==> src/rtl/booth_pkg.sv <==
// rtl/booth_pkg.sv - shared types, widths and Booth code constants for booth_multiplier_seq
package booth_pkg;

    typedef enum logic {
        IDLE = 1'b0,
        CALC = 1'b1
    } state_t;

    localparam logic [1:0] BOOTH_ADD = 2'b01;
    localparam logic [1:0] BOOTH_SUB = 2'b10;

    // Extended operand width: one guard bit so unsigned operands become non-negative signed values
    function automatic int booth_w1(input int mul_width);
        return mul_width + 1;
    endfunction

    function automatic int booth_cnt_w(input int mul_width);
        return $clog2(mul_width + 2);
    endfunction

endpackage

==> src/rtl/booth_multiplier_seq_if.sv <==
// rtl/booth_multiplier_seq_if.sv - start/ready request and result bundle for booth_multiplier_seq
interface booth_multiplier_seq_if #(
    parameter int MUL_WIDTH = 4
);
    logic                   start;
    logic                   sign;
    logic [MUL_WIDTH-1:0]   data_in1;
    logic [MUL_WIDTH-1:0]   data_in2;
    logic [2*MUL_WIDTH-1:0] data_out;
    logic                   ready;

    modport master (
        output start, sign, data_in1, data_in2,
        input  data_out, ready
    );

    modport slave (
        input  start, sign, data_in1, data_in2,
        output data_out, ready
    );
endinterface

==> src/rtl/booth_step.sv <==
// rtl/booth_step.sv - one combinational radix-2 Booth step: add/sub of M, then arithmetic shift of {A,Q,q_1}
module booth_step
    import booth_pkg::*;
#(
    parameter int W1 = 5
) (
    input  logic [W1-1:0] a_i,
    input  logic [W1-1:0] q_i,
    input  logic          q1_i,
    input  logic [W1-1:0] m_i,
    output logic [W1-1:0] a_o,
    output logic [W1-1:0] q_o,
    output logic          q1_o
);
    logic [W1:0] a_x;
    logic [W1:0] m_x;
    logic [W1:0] sum;

    // One extra bit keeps A +/- M exact; the shifted result always fits back into W1 bits
    always_comb begin
        a_x = {a_i[W1-1], a_i};
        m_x = {m_i[W1-1], m_i};
        case ({q_i[0], q1_i})
            BOOTH_ADD: sum = a_x + m_x;
            BOOTH_SUB: sum = a_x - m_x;
            default:   sum = a_x;
        endcase
    end

    assign a_o  = sum[W1:1];
    assign q_o  = {sum[0], q_i[W1-1:1]};
    assign q1_o = q_i[0];

endmodule

==> src/rtl/booth_multiplier_seq.sv <==
// rtl/booth_multiplier_seq.sv - sequential radix-2 Booth multiplier, one step per clock, signed/unsigned select
// Optional feature macro: BOOTH_ZERO_SKIP_EN (a zero operand completes in one edge).
module booth_multiplier_seq
    import booth_pkg::*;
#(
    parameter int MUL_WIDTH = 4
) (
    input  logic                 clk,
    input  logic                 rst,
    booth_multiplier_seq_if.slave bus
);
    localparam int W1 = booth_w1(MUL_WIDTH);
    localparam int CW = booth_cnt_w(MUL_WIDTH);

    state_t                 state_q, state_d;
    logic [W1-1:0]          a_q, a_d;
    logic [W1-1:0]          q_q, q_d;
    logic                   q1_q, q1_d;
    logic [W1-1:0]          m_q, m_d;
    logic [CW-1:0]          cnt_q, cnt_d;
    logic [2*MUL_WIDTH-1:0] prod_q, prod_d;

    logic [W1-1:0]   step_a;
    logic [W1-1:0]   step_q;
    logic            step_q1;
    logic [2*W1-1:0] full_prod;
    logic            capture;
    logic            last_step;
    logic            zero_skip;

    booth_step #(.W1(W1)) u_step (
        .a_i  (a_q),
        .q_i  (q_q),
        .q1_i (q1_q),
        .m_i  (m_q),
        .a_o  (step_a),
        .q_o  (step_q),
        .q1_o (step_q1)
    );

`ifdef BOOTH_ZERO_SKIP_EN
    assign zero_skip = (bus.data_in1 == '0) || (bus.data_in2 == '0);
`else
    assign zero_skip = 1'b0;
`endif

    assign capture   = (state_q == IDLE) && bus.start;
    assign last_step = (state_q == CALC) && (cnt_q == CW'(1));
    assign full_prod = {step_a, step_q};

    always_ff @(posedge clk or posedge rst) begin
        if (rst) begin
            state_q <= IDLE;
        end else begin
            state_q <= state_d;
        end
    end

    always_comb begin
        state_d = state_q;
        case (state_q)
            IDLE:    if (bus.start) state_d = CALC;
            CALC:    if (cnt_q == CW'(1)) state_d = IDLE;
            default: state_d = IDLE;
        endcase
    end

    always_comb begin
        bus.ready    = (state_q == IDLE);
        bus.data_out = prod_q;
    end

    always_comb begin
        a_d    = a_q;
        q_d    = q_q;
        q1_d   = q1_q;
        m_d    = m_q;
        cnt_d  = cnt_q;
        prod_d = prod_q;
        if (capture) begin
            a_d   = '0;
            q1_d  = 1'b0;
            m_d   = bus.sign ? {bus.data_in1[MUL_WIDTH-1], bus.data_in1} : {1'b0, bus.data_in1};
            q_d   = bus.sign ? {bus.data_in2[MUL_WIDTH-1], bus.data_in2} : {1'b0, bus.data_in2};
            cnt_d = CW'(W1);
            // A single step on all-zero operands yields a zero product on the next edge
            if (zero_skip) begin
                m_d   = '0;
                q_d   = '0;
                cnt_d = CW'(1);
            end
        end else if (state_q == CALC) begin
            a_d   = step_a;
            q_d   = step_q;
            q1_d  = step_q1;
            cnt_d = cnt_q - CW'(1);
            if (last_step) prod_d = full_prod[2*MUL_WIDTH-1:0];
        end
    end

    always_ff @(posedge clk or posedge rst) begin
        if (rst) begin
            a_q    <= '0;
            q_q    <= '0;
            q1_q   <= 1'b0;
            m_q    <= '0;
            cnt_q  <= '0;
            prod_q <= '0;
        end else begin
            a_q    <= a_d;
            q_q    <= q_d;
            q1_q   <= q1_d;
            m_q    <= m_d;
            cnt_q  <= cnt_d;
            prod_q <= prod_d;
        end
    end

endmodule

==> src/flat_wrapper.sv <==
// flat-port wrapper written by rule: the top's interface ports become plain ports
module booth_multiplier_seq_flat import booth_pkg::*;
#(
    parameter int MUL_WIDTH = 4
)
  (clk, rst, bus_start, bus_sign, bus_data_in1, bus_data_in2, bus_data_out, bus_ready);
  booth_multiplier_seq_if #(.MUL_WIDTH(MUL_WIDTH)) bus_i ();
  input  logic clk;
  input  logic rst;
  input wire logic [$bits(bus_i.start)-1:0] bus_start;
  input wire logic [$bits(bus_i.sign)-1:0] bus_sign;
  input wire logic [$bits(bus_i.data_in1)-1:0] bus_data_in1;
  input wire logic [$bits(bus_i.data_in2)-1:0] bus_data_in2;
  output wire logic [$bits(bus_i.data_out)-1:0] bus_data_out;
  output wire logic [$bits(bus_i.ready)-1:0] bus_ready;
  assign bus_i.start = bus_start;
  assign bus_i.sign = bus_sign;
  assign bus_i.data_in1 = bus_data_in1;
  assign bus_i.data_in2 = bus_data_in2;
  assign bus_data_out = bus_i.data_out;
  assign bus_ready = bus_i.ready;
  booth_multiplier_seq #(.MUL_WIDTH(MUL_WIDTH)) u_core (.clk(clk), .rst(rst), .bus(bus_i));
endmodule
==> config.mk <==
export PLATFORM = sky130hd
export DESIGN_NAME = booth_multiplier_seq_flat
export DESIGN_NICKNAME = d
export VERILOG_FILES = /design/src/rtl/booth_pkg.sv /design/src/rtl/booth_multiplier_seq_if.sv /design/src/rtl/booth_step.sv /design/src/rtl/booth_multiplier_seq.sv /design/src/flat_wrapper.sv
export SDC_FILE = /design/constraint.sdc
export NUM_CORES = 1
export LEC_CHECK = 0
export ABC_AREA = 1
export CAP_MARGIN = 20
export CORE_ASPECT_RATIO = 0.9
export CORE_UTILIZATION = 45
export CTS_BUF_LIST = sky130_fd_sc_hd__clkbuf_4 sky130_fd_sc_hd__clkbuf_8 sky130_fd_sc_hd__clkbuf_16
export DETAILED_ROUTE_END_ITERATION = 6
export MAX_ROUTING_LAYER = met4
export PLACE_DENSITY = 0.73
export SETUP_SLACK_MARGIN = 0.02
export SLEW_MARGIN = 20
export SYNTH_ARGS = -nofsm -noshare
export SYNTH_HDL_FRONTEND = slang
export SYNTH_SLANG_ARGS = --single-unit
==> constraint.sdc <==
create_clock -name clk -period 3.15 [get_ports clk]
set_input_delay 0.63 -clock clk [delete_from_list [all_inputs] [get_ports clk]]
set_output_delay 0.63 -clock clk [all_outputs]
set_load 0.05 [all_outputs]
==> results.yml <==
placed_design:
  pre_cts_slack_ns: 0.992
  port_buffers: 20
  dp_hpwl_um: 2300
  gp_congestion: 0.832
sta:
  fin_crit_ns: 2.47
  fin_worst_skew_ns: 0.00204
  holdWs_ns: 0.484
  finalHoldViolCount: 0
  tightest_slew_ns: 0.504
  final.period_utilization: 0.784
  fin_setup_tns_ns: 0
  finalSetupViolCount: 0
  slew_viol_final: 0
  slew-limit-headroom: 0.663
  setup_ws_ns: 0.679
  rsz0062_at_grt: "no"
  max_freq_mhz: 405
detailed_routing:
  highest_layer: "met4"
  detail-route-antenna-nets: 0
  drc: 0
  via_per_inst: 5.00
  via_count: 1270
  wl_met3_um: 90
  met1_length_um: 1490
  detail_route.first_pass.iterations: 5
  drt_wl_total_um: 3050
  wire_per_inst_um: 12.0
  dr.first_iter.drc_count: 71
  dr_wl_met2_um: 1460
setup_path:
  path_max_fanout: 13
  crit_path_start_kind: "flop"
  reg2reg_from: "u_core.m_q[0]"
  cp_data_required_time_ns: 2.52
  cpLargestDelayFamily: "buffers and inverters"
  crit_chain: "inv_2, clkdlybuf4s50_1"
  arrival_ns: 1.84
  slowest_delay_ns: 0.86
  cp-startpoint: "u_core.state_q"
  path_class: "flop to primary output"
  cp-end-kind: "primary output"
  critPathSlowestCell: "clkdlybuf4s50_1"
  critPathBufInv: 2
die:
  ios: 21
  rows: 19
  die_w_um: 63.8
  fp.dieArea_mm2: 0.00368
  die_h_um: 57.6
  start_util: 0.489
  core_mm2: 0.00316
worst_hold_path:
  min_from: "u_core.bus.data_out[4]"
  hp-class: "flop to flop"
clock_tree:
  cts_buffer_depth: 2
  numCtsBuffers: 3
  clock-root-buffer: "clkbuf_8"
  cts_tree: "built"
  cts_resized: 0
  cts_hold_buf: 0
  path_clk_slew_ns: 0.09
  post_cts_buffers: 0
  clk_latency_ns: 0.27
  cts.sinks: 28
  cts_max_level: 1
synthesis:
  netlist_instances: 190
  syn_avg_cell_area_um2: 8.14
  yosys_most_used_dff: "dfrtp_1"
  synth_nets: 212
  ys_seq_elements: 28
  yosysUniqueCellTypes: 22
  syn_area_mm2: 0.00155
  yosys_warnings: 0
  synth-edff-count: 0
  yosysSeqAreaShare: 0.453
  async_flop_share: 1.00
grt:
  grt_pass1_vias: 1194
  grt_max_degree: 29
  grt_pass1_wl_um: 5450
  grtUsageTotal: 0.198
  grt_antenna_before_repair: 0
  grt_remaining_overflow: 0
cells_and_area:
  fin_util: 0.582
  nets: 235
  drive_gt1_frac: 0.0660
  syn_to_final_growth_pct: 19.0
  diodes: 0
run:
  drv_cap: 0
outcome:
  status: "complete, no violations"
## flip-flops by register name, indices dropped and copies added, names as in the netlist
signal               count
u_core.a_q               5
u_core.q_q               5
u_core.cnt_q             3
u_core.q1_q              1
u_core.state_q           1
u_core.bus.data_out      8
u_core.m_q               5
## cell families (layout without fill, tap and decap cells)
group / count (synthesis) / in the layout / share of synthesized area
simple gates: 77 / 77 / 0.206
buf+inv: 37 / 59 / 0.0963
compound gates: 35 / 35 / 0.142
flops: 28 / 28 / 0.453
fa+ha+maj: 10 / 10 / 0.0858
xor+xnor: 3 / 3 / 0.0170
## final cells by class
type / count / area (um^2)
Tap cell: 42 / 52.6
Timing Repair Buffer: 21 / 208
Fill cell: 296 / 1320
Sequential cell: 28 / 701
Clock buffer: 4 / 55.1
Inverter: 34 / 128
Multi-Input combinational cell: 125 / 697
## Yosys cell counts (all sizes together), types with 2 or more instances
cell    instances  area share
nor2           12       0.029
o22ai           6       0.024
buf             3       0.014
xor2            2       0.011
nor3            2       0.014
nand3          10       0.032
inv            34       0.083
dfrtp          28        0.45
o221ai          4       0.023
a21oi           4       0.013
ha              9       0.073
nand2          52        0.13
o21ai          19       0.074
## worst min-delay path: cells and delay by family, from the launching register on
kind	cells	cell delay, ns
AND/OR/NAND/NOR	2	0.11
flip-flops	1	0.35
## stage by stage
step                instances  cell area (um^2)
detailed placement        250              1790
floorplan                 190              1550
finish                    254              1840
CTS                       254              1840
global route              254              1840
global placement          250              1790
## cells in the final DEF (no fill, tap or decap), types with 2 or more instances in the layout
master / instances
dfrtp_1: 28
ha_1: 9
o21ai_2: 5
nand2_1: 52
inv_2: 3
o21ai_0: 14
o221ai_1: 4
a21oi_1: 4
clkbuf_8: 4
nand3_1: 10
clkdlybuf4s50_1: 20
inv_1: 31
xor2_1: 2
o22ai_1: 6
nor2_1: 12
## path summary, 6_finish.rpt
check / endpoint / slack [ns] / cells after the start
max: bus_ready / 0.68 / 2
min: u_core.bus.data_out[4] / 0.48 / 2
max reg2reg: u_core.a_q[4] / 1.00 / 13
min reg2reg: u_core.bus.data_out[4] / 0.48 / 2
max in group asynchronous: u_core.m_q[0] / 2.17 / 3
min in group asynchronous: u_core.bus.data_out[3] / 0.72 / 3
## routing by layer
| metal | up-vias | GRT usage |
|---|---|---|
| li1 | 653 | - |
| met1 | 587 | 0.262 |
| met2 | 28 | 0.322 |
| met3 | 2 | 0.0354 |
| met4 | 0 | 0.0390 |
| met5 | - | - |
Power is left out: the tool's default activity adds up to more than one toggle a clock period on the data nets, which glitch-free logic cannot reach.
